### src/rtl/operand_entry.sv
// operand_entry: keypad operand entry controller.
// Synchronises and debounces a raw key request, executes one hex-digit or
// edit/commit command per press, and loads the typed value into the A or B
// operand register with a single-cycle load strobe.
module operand_entry #(
    parameter int HOLDOFF = 16
) (
    input  logic        clk,
    input  logic        rst_n,
    input  logic        key_req,
    input  logic [4:0]  key_code,
    output logic [31:0] entry,
    output logic [3:0]  ndig,
    output logic        full,
    output logic [31:0] A,
    output logic [31:0] B,
    output logic        ld_a,
    output logic        ld_b,
    output logic        err
);

    localparam int CW = (HOLDOFF > 1) ? $clog2(HOLDOFF) : 1;

    localparam logic [4:0] KEY_BS    = 5'h10;
    localparam logic [4:0] KEY_CLR   = 5'h11;
    localparam logic [4:0] KEY_COM_A = 5'h12;
    localparam logic [4:0] KEY_COM_B = 5'h13;

    typedef enum logic [1:0] {
        IDLE,
        HOLD,
        WAIT_REL
    } state_t;

    state_t          state, state_nx;
    logic [CW-1:0]   cnt, cnt_nx;
    logic            req_m, req_s;
    logic            exec;

    logic [31:0]     entry_nx, a_nx, b_nx;
    logic [3:0]      ndig_nx;
    logic            ld_a_nx, ld_b_nx, err_nx;

    // Two-stage synchroniser for the asynchronous key request.
    always_ff @(posedge clk or negedge rst_n) begin
        if (!rst_n) begin
            // NOTE: both stages reset to 1 so a key held through reset looks
            // like an old press that must be released before the next one.
            req_m <= 1'b1;
            req_s <= 1'b1;
        end else begin
            // NOTE: non-blocking assignments make req_s take the old req_m;
            // blocking ones would collapse the two stages into one.
            req_m <= key_req;
            req_s <= req_m;
        end
    end

    // Debounce FSM state and hold-off counter registers.
    always_ff @(posedge clk or negedge rst_n) begin
        if (!rst_n) begin
            state <= WAIT_REL;
            cnt   <= '0;
        end else begin
            state <= state_nx;
            cnt   <= cnt_nx;
        end
    end

    // Debounce next-state logic: accept a press in IDLE, then hold off and
    // wait for release before accepting the next one.
    always_comb begin
        // NOTE: every output of this block gets a default first, so no path
        // leaves a value unassigned and no latch is inferred.
        state_nx = state;
        cnt_nx   = cnt;
        exec     = 1'b0;
        case (state)
            IDLE: begin
                if (req_s) begin
                    exec     = 1'b1;
                    cnt_nx   = CW'(HOLDOFF - 1);
                    state_nx = HOLD;
                end
            end
            HOLD: begin
                if (cnt == '0) begin
                    state_nx = WAIT_REL;
                end else begin
                    cnt_nx = cnt - CW'(1);
                end
            end
            WAIT_REL: begin
                if (!req_s) begin
                    state_nx = IDLE;
                end
            end
            default: state_nx = WAIT_REL;
        endcase
    end

    // Key action decode: compute the next entry/operand values and strobes.
    always_comb begin
        entry_nx = entry;
        ndig_nx  = ndig;
        a_nx     = A;
        b_nx     = B;
        ld_a_nx  = 1'b0;
        ld_b_nx  = 1'b0;
        err_nx   = 1'b0;
        if (exec) begin
            if (!key_code[4]) begin
                if (ndig != 4'd8) begin
                    entry_nx = {entry[27:0], key_code[3:0]};
                    ndig_nx  = ndig + 4'd1;
                end else begin
                    err_nx = 1'b1;
                end
            end else begin
                case (key_code)
                    KEY_BS: begin
                        if (ndig != 4'd0) begin
                            entry_nx = entry >> 4;
                            ndig_nx  = ndig - 4'd1;
                        end else begin
                            err_nx = 1'b1;
                        end
                    end
                    KEY_CLR: begin
                        entry_nx = '0;
                        ndig_nx  = '0;
                    end
                    KEY_COM_A: begin
                        a_nx     = entry;
                        ld_a_nx  = 1'b1;
                        entry_nx = '0;
                        ndig_nx  = '0;
                    end
                    KEY_COM_B: begin
                        b_nx     = entry;
                        ld_b_nx  = 1'b1;
                        entry_nx = '0;
                        ndig_nx  = '0;
                    end
                    default: err_nx = 1'b1;
                endcase
            end
        end
    end

    // Registered entry, operands and strobes; strobes and operand updates
    // share an edge so a consumer sampling on ld_a/ld_b sees the new value.
    always_ff @(posedge clk or negedge rst_n) begin
        if (!rst_n) begin
            entry <= '0;
            ndig  <= '0;
            A     <= '0;
            B     <= '0;
            ld_a  <= 1'b0;
            ld_b  <= 1'b0;
            err   <= 1'b0;
        end else begin
            entry <= entry_nx;
            ndig  <= ndig_nx;
            A     <= a_nx;
            B     <= b_nx;
            ld_a  <= ld_a_nx;
            ld_b  <= ld_b_nx;
            err   <= err_nx;
        end
    end

    // Full flag decoded from the digit count register.
    assign full = (ndig == 4'd8);

endmodule

### config.mk
export PLATFORM = sky130hd
export DESIGN_NAME = operand_entry
export DESIGN_NICKNAME = d
export VERILOG_FILES = /design/src/rtl/operand_entry.sv
export SDC_FILE = /design/constraint.sdc
export NUM_CORES = 1
export LEC_CHECK = 0
export ABC_AREA = 1
export BUFFER_PORTS_ARGS = -buffer_cell sky130_fd_sc_hd__buf_2
export CAP_MARGIN = 30
export CORE_MARGIN = 2
export CORE_UTILIZATION = 49
export DETAILED_ROUTE_END_ITERATION = 8
export PLACE_DENSITY = 0.8
export SLEW_MARGIN = 20
export SYNTH_ARGS = -nofsm -noshare
export SYNTH_HDL_FRONTEND = slang
export SYNTH_SLANG_ARGS = --single-unit
### constraint.sdc
create_clock -name clk -period 1.6 [get_ports clk]
set_input_delay 0.32 -clock clk [delete_from_list [all_inputs] [get_ports clk]]
set_output_delay 0.32 -clock clk [all_outputs]
set_load 0.02 [all_outputs]
---- After elaboration in Yosys (flattened, before gate mapping) ----
Cells that the tools add are included.
storage, ports and cells
  register bits after elaboration ......... 111
  logic and storage cells ................. 67
  input port bits ......................... 8
operators by class
  reductions and logical operators ........ 11
  mux-type cells .......................... 28
  add/sub/neg operators ................... 3
  equal/unequal tests ..................... 14
operator list
  kind                 number
  $mux 32              3
  $pmux 32 s2          1
  $eq 5x5->1 const B   4
  $mux 4               5
  $pmux 4 s2           2
  $mux 1               12
  $reduce_and 3->1     4
  $ne 2x2->1 const B   4
  $sub 4x1->4 const B  2
  $mux 2               3
  $pmux 2 s3           1
  $add 4x1->4 const B  1
  $eq 4x4->1 const B   1
  $logic_not 4->1      1
  $ne 4x4->1 const B   1
  $reduce_and 4->1     1
  $reduce_bool 2->1    2
  $reduce_bool 4->1    1
  $ne 3x2->1 const B   1
  $ne 3x3->1 const B   1
  $reduce_or 3->1      1
  $eq 2x1->1 const B   1
  $eq 2x2->1 const B   1
  $logic_not 2->1      1
  $pmux 1 s2           1

---- Longest topological paths before layout ----
  word-level depth ........................ 5
  depth in mapped cells ................... 11

---- Worst setup path before layout ----
No wires, ideal clock.
  path type ............................... flip-flop to flip-flop
  start point ............................. register ndig[0]
  end point ............................... register entry[10]
  setup slack ............................. -68 ps
  library setup time ...................... 117 ps
  required time ........................... 1483 ps
  arrival ................................. 1552 ps
  stages on the path, launching flop included .. 12
  clock period less this slack ............ 1668 ps
  path through ............................ dfrtp_1 > inv_1 > ha_1 > inv_1 > nor2_1 > nand3_1 > nand2_1 > nand2_2 > nand2_2 > buf_4 > nand2_1 > nand2_1
between the ends
  cells in the longest elaborated chain, start to end .. 3
RTL lines
  item                                                                     RTL line  source
  start, declared                                                          13        output logic [3:0] ndig,
  start signal, assigned                                                   164       ndig <= ndig_nx;
  $reduce_bool 4->1 / $ne 4x4->1 (equally long branches)                   122, 113
  $ne 3x3->1 (no source line) / $reduce_bool 2->1 (equally long branches)  n/a
  $reduce_and 4->1 (no source line) *                                      n/a
  end signal, assigned                                                     163       entry <= entry_nx;
  end, declared                                                            12        output logic [31:0] entry,
Mark *: on every way between the ends. The rest lies on a longest branch, timed or not.
A chain may end at the register's enable or synchronous reset.

---- Worst setup path in the final report ----
  start point ............................. register ndig[1]
  end point ............................... output full
between the ends
  cells in the longest elaborated chain, start to end .. 1
RTL lines
  item           RTL line  source
  $eq 4x4->1     174       assign full = (ndig == 4'd8);
  end, declared  14        output logic full,
Every way passes these cells.

==> results.py <==
metrics = {
    "detailed_routing": {
        "avgViaCountPerCell": 5.19,
        "wl_per_cell_um": 16.0,
        "drc": 0,
        "drtPass1Iterations": 4,
        "drt_iter0_drc": 310,
        "vias": 4586,
        "wirelength_um": 14100,
        "antenna_left": 0,
    },
    "timing": {
        "setup_slack_ns": -0.0484,
        "relSlewSlack_pct": 68.6,
        "worst-slew-pin-transition_ns": 0.471,
        "final_max_slew_viol_count": 0,
        "fmax_mhz": 607,
        "timing.hold.ws_ns": 0.0344,
        "finalSetupViolCount": 44,
        "finClkSkew_ns": 0.0114,
        "setup-tns-final_ns": -0.508,
        "grt_setup_unrepaired": "yes",
        "fin_crit_ns": 1.65,
        "finalCritPeriodShare_pct": 103,
        "finalHoldViolations": 0,
    },
    "worst_setup_path": {
        "cp_data_arrival_time_ns": 1.33,
        "rr_worst_depth": 11,
        "r2r-start": "ndig[1]$_DFFE_PN0P_",
        "rr_endpoint": "entry[25]$_DFFE_PN0P_",
        "crit_type": "register to output port",
        "crit_path_top_delay_cell": "dfrtp_2",
        "path_common_cell": "inv_2",
        "worstPathRequired_ns": 1.28,
        "cp-end-kind": "output port",
        "critPathMaxStageDelay_ns": 0.43,
        "start_kind": "register",
        "startpoint": "ndig[1]$_DFFE_PN0P_",
        "crit_fanout": 3,
        "cp_cell_sequence": "inv_2 > ha_4 > nand3_4 > inv_2 > buf_6",
        "rrSetupSlack_ns": -0.04,
    },
    "floorplan": {
        "dieHeight_um": 104,
        "rows": 36,
        "start_util_pct": 50.6,
        "die_w_um": 104,
        "io_pins": 112,
        "fp.dieArea_mm2": 0.0109,
        "coreArea_mm2": 0.00977,
    },
    "clocking": {
        "htreeDepth": 3,
        "cts_sinks": 111,
        "cts_root_buf": "clkbuf_8",
        "cts_buffers": 9,
        "path_clk_slew_ns": 0.10,
        "tritoncts": "built",
        "worstSkewPairLatency_ns": 0.37,
        "clock_path_buffers": 2,
    },
    "global_routing": {
        "overflow": 0,
        "grt_pass1_wl_um": 21400,
        "grt_pass1_vias": 4322,
        "grt_max_degree": 34,
        "grt_util_all_layers_pct": 24.5,
        "antenna_found_initial": 0,
    },
    "placed_design": {
        "portBuffers": 111,
        "dp.final_hpwl_um": 8930,
        "place_congestion": 0.912,
    },
    "synth": {
        "synth_edf_count": 0,
        "synth_cell_type_count": 23,
        "synth-seq-cells": 111,
        "ys_async_sr_fraction_pct": 100,
        "synth.avg_cell_area_um2": 8.13,
        "synth_cells": 608,
        "ys_seq_area_share_pct": 56.3,
        "yosysWarnings": 0,
        "synth-main-ff-cell": "dfrtp_1",
        "syn_area_mm2": 0.00494,
        "synth_fp_nets": 619,
    },
    "pwr": {
        "p_sw_mw": 3.73,
        "powerDensity_mw_per_mm2": 1450,
        "power_frac_seq_pct": 43.5,
        "power_frac_clock_pct": 19.3,
        "p_leak_nw": 3.77,
        "p_int_mw": 5.68,
        "share_comb_of_total_power_pct": 37.2,
        "vdd_ir_drop_max_mv": 0.889,
        "swShare_pct": 39.7,
    },
    "outcome": {
        "violations": "setup timing",
        "outcome": "complete, but fails checks",
    },
    "cells_and_area": {
        "layout-drive-gt1-share_pct": 32.5,
        "area_growth_pct": 31.4,
        "nets": 758,
        "num_antenna_cells": 0,
        "final_common_cell": "nand2_1",
        "fillers": 768,
        "most-common-layout-cells": "nand2_1 (291), buf_2 (109), dfrtp_1 (106)",
    },
    "hold_path": {
        "min_to": "req_m$_DFF_PN1_",
        "hold_start": "key_req",
        "hold_path_depth": 1,
        "hold_class": "primary input to register",
    },
    "run": {
        "maxCapViolCount": 0,
    },
}
## cell usage after synthesis, types with 5 or more instances
cell | n | share of area [%]
buf_2 | 7 | 0.71
buf_4 | 10 | 1.5
buf_6 | 5 | 1.1
dfrtp_1 | 108 | 55
inv_1 | 50 | 3.8
nand2_1 | 313 | 24
nand2_2 | 13 | 1.6
nand3_1 | 14 | 1.4
nor2_1 | 18 | 1.4
o21ai_0 | 15 | 1.5
o21ai_1 | 23 | 2.3
o21ai_2 | 10 | 1.8
## cell families (layout without fill, tap and decap cells)
| family | after synthesis | after routing | synth area share [%] |
|---|---|---|---|
| adder cells (fa/ha/maj) | 3 | 3 | 0.759 |
| buffers and inverters | 79 | 222 | 7.69 |
| AO/OA/AOI/OAI | 51 | 51 | 5.95 |
| AND/OR/NAND/NOR | 364 | 364 | 29.3 |
| flip-flops | 111 | 111 | 56.3 |
## routing by layer
layer,routed length [um],GRT usage (%),up-vias
li1,-,-,2124
met1,5880,32.3,2228
met2,6960,41.0,207
met3,1010,4.76,27
met4,289,7.82,0
met5,0,0,-
## sequential cells by signal, indices dropped and copies added, names as in the netlist
signal  count
A          32
B          32
entry      32
cnt         4
ndig        4
state       2
err         1
ld_a        1
ld_b        1
req_m       1
req_s       1
## power by group through the flow
stage / Clock (mW) / Combinational [mW] / Sequential, mW
after floorplan: 0 / 1.23 / 4.67
after global placement: 0 / 2.95 / 4.06
after detailed placement: 0 / 3.06 / 4.09
after CTS: 1.84 / 3.21 / 4.05
after global routing: 1.96 / 3.83 / 4.18
final: 1.82 / 3.50 / 4.09
## critical path: cells and delay by family, from the launching register on
kind	cells	cell delay [ns]
flip-flops	1	0.43
adder cells (fa/ha/maj)	1	0.17
buffers and inverters	3	0.26
AND/OR/NAND/NOR	1	0.09
## how the worst max path moves through the flow
stage	to	slack, ns	cells past startpoint
floorplan	entry[10]$_DFFE_PN0P_	0.001	11
global placement	ndig[1]$_DFFE_PN0P_	0.07	10
detailed placement	entry[23]$_DFFE_PN0P_	0.004	11
CTS	full	-0.002	5
global route	entry[5]$_DFFE_PN0P_	-0.12	11
finish	full	-0.05	5
## final cells by class
type / instances / area, um2 / share of cell area [%]
clock buffers: 10 / 128 / 1.96
inverters: 54 / 203 / 3.12
repair buffers: 153 / 1160 / 17.9
flip-flops and latches: 111 / 2780 / 42.9
multi-input cells: 418 / 1970 / 30.3
well taps: 133 / 166 / 2.56
clock inverters: 5 / 82.6 / 1.27
## what timing repair did
| item | CTS | global route |
|---|---|---|
| endpoints found under the setup margin | 17 | 60 |
| setup buffers | 4 | 5 |
| gates resized for setup | 9 | 53 |
| cloned | 0 | 9 |
| pin swaps | 1 | 2 |
| hold buffers | 1 | 0 |
| endpoints found under the hold margin | 24 | 0 |
## through the flow
stage                     instances  worst slack, ns  power (mW)  instance area, um2  util [%]
final                           884          -0.0484        9.41                6490      66.4
after detailed placement        850          0.00378        7.15                5800      59.3
after floorplan                 608          0.00148        5.90                4950         -
after global routing            884           -0.124        9.97                6490      66.4
after CTS                       870         -0.00245        9.10                6080      62.2
after global placement          850           0.0747        7.02                5800      59.3
No activity file was read; power rests on OpenSTA's default activity.
